`config.mk`:
```
export PLATFORM = sky130hd
export DESIGN_NAME = int_ctrl
export DESIGN_NICKNAME = d
export VERILOG_FILES = /design/src/rtl/int_ctrl.sv
export SDC_FILE = /design/constraint.sdc
export NUM_CORES = 1
export LEC_CHECK = 0
export BUFFER_PORTS_ARGS = -buffer_cell sky130_fd_sc_hd__clkbuf_2
export CAP_MARGIN = 40
export CORE_AREA = 2 2 55 109
export DETAILED_ROUTE_END_ITERATION = 8
export DIE_AREA = 0 0 57 111
export HOLD_SLACK_MARGIN = 0.15
export PLACE_DENSITY = 0.64
export RECOVER_POWER = 50
export SYNTH_ARGS = -nofsm -noshare
export SYNTH_HDL_FRONTEND = slang
export SYNTH_SLANG_ARGS = --single-unit
export TNS_END_PERCENT = 5
```
`constraint.sdc`:
```
create_clock -name clk -period 2.3 [get_ports clk]
set_input_delay 0.23 -clock clk [delete_from_list [all_inputs] [get_ports clk]]
set_output_delay 0.23 -clock clk [all_outputs]
set_load 0.01 [all_outputs]
```
`src/rtl/int_ctrl.sv`:
```
// int_ctrl: small vectored interrupt controller feeding CP0 HWInt lines.
//
// Raw device lines are synchronized (q1 -> q2) and delayed once more (q3)
// for edge detection. Each source is either edge-triggered (MODE=1) or
// level-sensitive (MODE=0). Pending bits are gated by MASK. A three-state
// FSM (IDLE/ASSERT/GAP) picks the lowest-index eligible source, holds it
// on hwint/irq until software writes VEC (end of interrupt), then forces
// one quiet GAP cycle before the next arbitration.
//
// Register map (word offsets on addr):
//   0 PEND  read: pending bits; write: 1-to-clear, edge-mode bits only
//   1 MASK  RW enable per source
//   2 MODE  RW, 1 = edge, 0 = level
//   3 VEC   read: {active, 28'b0, id[2:0]}; write: EOI (only honoured in ASSERT)
//
// Ports:
//   clk       system clock, rising edge
//   reset     asynchronous, active-low reset
//   irq_src   raw interrupt lines (asynchronous to clk)
//   addr      register select
//   we        one-cycle write strobe
//   wdata     write data
//   rdata     combinational read data for addr, unused bits 0
//   hwint     one-hot id of the source being serviced (0 when not in ASSERT)
//   irq       interrupt request, |hwint
//   state_dbg current FSM state (0 IDLE, 1 ASSERT, 2 GAP)
//
// The id register is 3 bits wide, so NSRC must not exceed 8.

module int_ctrl #(
  parameter int NSRC = 6
) (
  input  logic            clk,
  input  logic            reset,
  input  logic [NSRC-1:0] irq_src,
  input  logic [1:0]      addr,
  input  logic            we,
  input  logic [31:0]     wdata,
  output logic [31:0]     rdata,
  output logic [NSRC-1:0] hwint,
  output logic            irq,
  output logic [1:0]      state_dbg
);

  typedef enum logic [1:0] {
    ST_IDLE   = 2'd0,
    ST_ASSERT = 2'd1,
    ST_GAP    = 2'd2
  } state_e;

  state_e          state_q, state_d;
  logic [NSRC-1:0] q1_q, q1_d;
  logic [NSRC-1:0] q2_q, q2_d;
  logic [NSRC-1:0] q3_q, q3_d;
  logic [NSRC-1:0] pend_q, pend_d;
  logic [NSRC-1:0] mask_q, mask_d;
  logic [NSRC-1:0] mode_q, mode_d;
  logic [NSRC-1:0] hwint_q, hwint_d;
  logic [2:0]      id_q, id_d;

  logic [NSRC-1:0] edge_det;
  logic [NSRC-1:0] eligible;
  logic [2:0]      winner;
  logic            wr_pend;
  logic            eoi;
  logic            clr;

  // Only the low NSRC bits of wdata are meaningful for the register file.
  logic unused_wdata;
  assign unused_wdata = ^wdata[31:NSRC];

  always_comb begin
    q1_d     = irq_src;
    q2_d     = q1_q;
    q3_d     = q2_q;
    mask_d   = mask_q;
    mode_d   = mode_q;
    state_d  = state_q;
    id_d     = id_q;
    hwint_d  = hwint_q;
    pend_d   = pend_q;
    clr      = 1'b0;

    edge_det = q2_q & ~q3_q;
    wr_pend  = we && (addr == 2'd0);
    // EOI outside ASSERT is ignored entirely, including its pend clear.
    eoi      = we && (addr == 2'd3) && (state_q == ST_ASSERT);

    if (we && (addr == 2'd1)) mask_d = wdata[NSRC-1:0];
    if (we && (addr == 2'd2)) mode_d = wdata[NSRC-1:0];

    // Edge mode: detection wins over a same-cycle clear (PEND write or EOI).
    // Level mode: pend simply mirrors the synchronized line.
    for (int i = 0; i < NSRC; i++) begin
      clr = (wr_pend && wdata[i]) || (eoi && (id_q == i[2:0]));
      if (mode_q[i]) pend_d[i] = edge_det[i] | (pend_q[i] & ~clr);
      else           pend_d[i] = q2_q[i];
    end

    eligible = pend_q & mask_q;
    winner   = 3'd0;
    // Scan downward so the lowest eligible index is the last assignment.
    for (int i = NSRC - 1; i >= 0; i--) begin
      if (eligible[i]) winner = i[2:0];
    end

    case (state_q)
      ST_IDLE: begin
        if (eligible != '0) begin
          state_d = ST_ASSERT;
          id_d    = winner;
          hwint_d = {{(NSRC-1){1'b0}}, 1'b1} << winner;
        end
      end
      ST_ASSERT: begin
        // Held until EOI regardless of source or mask changes.
        if (eoi) begin
          state_d = ST_GAP;
          hwint_d = '0;
        end
      end
      ST_GAP: begin
        state_d = ST_IDLE;
        hwint_d = '0;
      end
      default: begin
        state_d = ST_IDLE;
        hwint_d = '0;
      end
    endcase
  end

  always_ff @(posedge clk or negedge reset) begin
    if (!reset) begin
      q1_q    <= '0;
      q2_q    <= '0;
      q3_q    <= '0;
      pend_q  <= '0;
      mask_q  <= '0;
      mode_q  <= '0;
      id_q    <= 3'd0;
      hwint_q <= '0;
      state_q <= ST_IDLE;
    end else begin
      q1_q    <= q1_d;
      q2_q    <= q2_d;
      q3_q    <= q3_d;
      pend_q  <= pend_d;
      mask_q  <= mask_d;
      mode_q  <= mode_d;
      id_q    <= id_d;
      hwint_q <= hwint_d;
      state_q <= state_d;
    end
  end

  always_comb begin
    rdata = 32'd0;
    case (addr)
      2'd0: rdata = {{(32-NSRC){1'b0}}, pend_q};
      2'd1: rdata = {{(32-NSRC){1'b0}}, mask_q};
      2'd2: rdata = {{(32-NSRC){1'b0}}, mode_q};
      2'd3: rdata = {(state_q == ST_ASSERT), 28'd0, id_q};
      default: rdata = 32'd0;
    endcase
  end

  assign hwint     = hwint_q;
  assign irq       = |hwint_q;
  assign state_dbg = state_q;

endmodule

```
==> out/qor.txt <==
status: finished, final reports clean
# diodes: 0
final global-route overflow total: 0
endpoints failing setup: 0
max cap viols: 0
Area contributors post-synth: dfrtp_1, buf_4, mux2_1
Critical Path AT: 1440 ps
Seq. cell area: 1180 µm²
worst-margin pin slew: 808 ps
PortBufs: 32
Syn Area/Cell: 12.1 µm²
Synth Area in Simple Gates: 13.9%
Die ar.: 6330 µm²
distinct cell type count after synthesis: 37
Detail Route Antenna Nets: 0
floorplan row count: 39
clock root buffer master: clkbuf_16
Synth Instances: 176
Compound-Gate Fraction of Synth Area: 9.90%
area share of the largest cell type after synthesis: 55.4%
I/O Pins: 84
die height: 111 µm
Commonest cells post-synth: dfrtp_1, nand2_1, buf_4
DRC: 0
XOR/XNOR Fraction of Synth Area: 0%
Warnings, synthesis: 0
asr flop ratio synth: 100%
Slew headroom: 46.1%
wire per inst: 14.7 µm
HPWL after DPL: 3010 µm
layout cells sized above 1: 23.0%
worst hold path class: primary input to flip-flop
count leader, synth: dfrtp_1
type of the worst setup path: flip-flop to output pin
DR vias: 1435
PostCTS Resize Cnt: 0
clock buffer depth: 2
Pleak: 1.21 nW
Worst Path Required: 2070 ps
die width: 57 µm
CTS sink cnt: 47
Cell Area, Synth: 2120 µm²
fin. max-slew vios: 0
most area-hungry cell type in the Yosys netlist: dfrtp_1
TritonCTS buffer count: 5
drt pass-1 iters: 4
final net count: 265
area of the multi-input gates: 836 µm²
CTS tree: built
RSZ-0062 raised after global routing: no
fmax: 598 MHz
drt initial violations: 65
number of synthesized flops with an enable pin: 0
global placement routability congestion: 0.848
Total GRT Usage: 14.1%
Synth Register Bits: 47
Final period util: 72.7%
fill count: 541
adder-cell share of the synthesized area: 0%
skew final: 4.23 ps
TNS Setup: 0 ps
largest family of logic cells by synthesized area: simple AND/OR/NAND/NOR gates
clk_lat worst skew: 280 ps
Vias/cell: 5.07
post-synthesis sequential area ratio: 55.4%
vias in the first global route: 1401
core footprint: 5560 µm²
multiplexer share of the synthesized area: 11.1%
min Tclk post-route: 1670 ps
H-tree Lvls: 2
CP max FO: 8
Primary FF master, synth: dfrtp_1
first-pass GRT wire length: 6950 µm
initial antenna violation count: 0
maximum vdd drop: 662 µV
Layout area overhead: 18.6%
Hold Vio Cnt, Final: 0
CP startpoint kind: flip-flop
clk slew on worst S/H paths: 60 ps
power density cells: 1020 nW/µm²
Placed Cells: 269
WL final: 4160 µm
crit path capture type: output pin
Starting Density: 38.2%
Layout Cells excl Fill: 283
largest net degree at the start of global routing: 25
==> cells by family after synthesis <==
family | count (synthesis)
DFF | 47
AOI/OAI and AO/OA | 27
buffers and inverters | 28
other | 1
and+or+nand+nor | 55
muxes | 18
==> placed cells by master, fill, tap and decap left out, types with 4 or more instances in the layout <==
cell	Yosys	final
dlygate4sd3_1	0	7
clkbuf_16	0	5
conb_1	1	25
o21ai_1	4	4
dfrtp_1	47	47
nand2_1	32	32
o21ai_0	4	4
clkbuf_2	0	31
mux2_1	11	11
nand3_1	5	5
o2bb2ai_1	4	4
==> worst paths after layout <==
| kind | cells past startpoint | to | slack [ps] | start |
|---|---|---|---|---|
| max | 2 | rdata[0] | 630 | id_q[0]$_DFFE_PN0P_ |
| min | 2 | mask_q[0]$_DFFE_PN0P_ | 190 | wdata[0] |
| max reg2reg | 4 | hwint[1]$_DFFE_PN0P_ | 750 | pend_q[0]$_DFF_PN0_ |
| min reg2reg | 0 | q2_q[5]$_DFF_PN0_ | 350 | q1_q[5]$_DFF_PN0_ |
| max in group asynchronous | 3 | mode_q[0]$_DFFE_PN0P_ | 1000 | reset |
| min in group asynchronous | 2 | mask_q[0]$_DFFE_PN0P_ | 560 | reset |
==> power by group <==
group	internal [mW]	leakage [nW]	total [mW]	switching [mW]
clock	0.507	0.0769	0.789	0.283
sequential	0.977	0.565	1.16	0.180
combinational	0.295	0.563	0.623	0.328
total	1.78	1.21	2.57	0.790
==> through the flow <==
stage	power, mW	worst slack, ps	hold WS [ps]	cell area (µm²)	util (%)
after detailed placement	1.79	747	164	2290	41.3
final	2.57	629	188	2520	45.3
after global placement	1.76	751	333	2270	40.8
after global routing	2.72	612	204	2520	45.3
after CTS	2.59	640	187	2520	45.4
after floorplan	1.56	866	-65.6	2210	-
==> area by class of cell <==
cell class	count	share of cell area, %
clock buffer	6	5.12
clock inverter	1	1.19
inverter	1	0.149
multi-input combinational	125	33.2
sequential	47	46.7
tap	61	3.03
timing repair buffer	42	10.6
==> per-layer routing <==
metal	wire [µm]	part of all wire [%]	global-route usage, %	vias up
met5	0	0	0	-
met4	85	2.0	6.51	0
met3	272	6.5	3.50	9
met2	2060	49	21.1	50
met1	1750	42	19.1	707
li1	-	-	-	669
==> worst max-delay path, stage by stage, from the launching register on <==
cell,delay (ps)
dfrtp_1,470
mux4_1,540
clkbuf_2,150
==> repair_timing <==
item,4_1_cts,5_1_grt
buffers inserted,0,0
endpoints found under the hold margin,17,0
hold buffers,7,0
==> sequential cells by signal (all words and copies together) (netlist names) <==
signal / flops
q1_q: 6
state_dbg: 2
id_q: 3
q2_q: 6
mode_q: 6
hwint: 6
mask_q: 6
pend_q: 6
q3_q: 6
(Power assumes the default switching activity.)
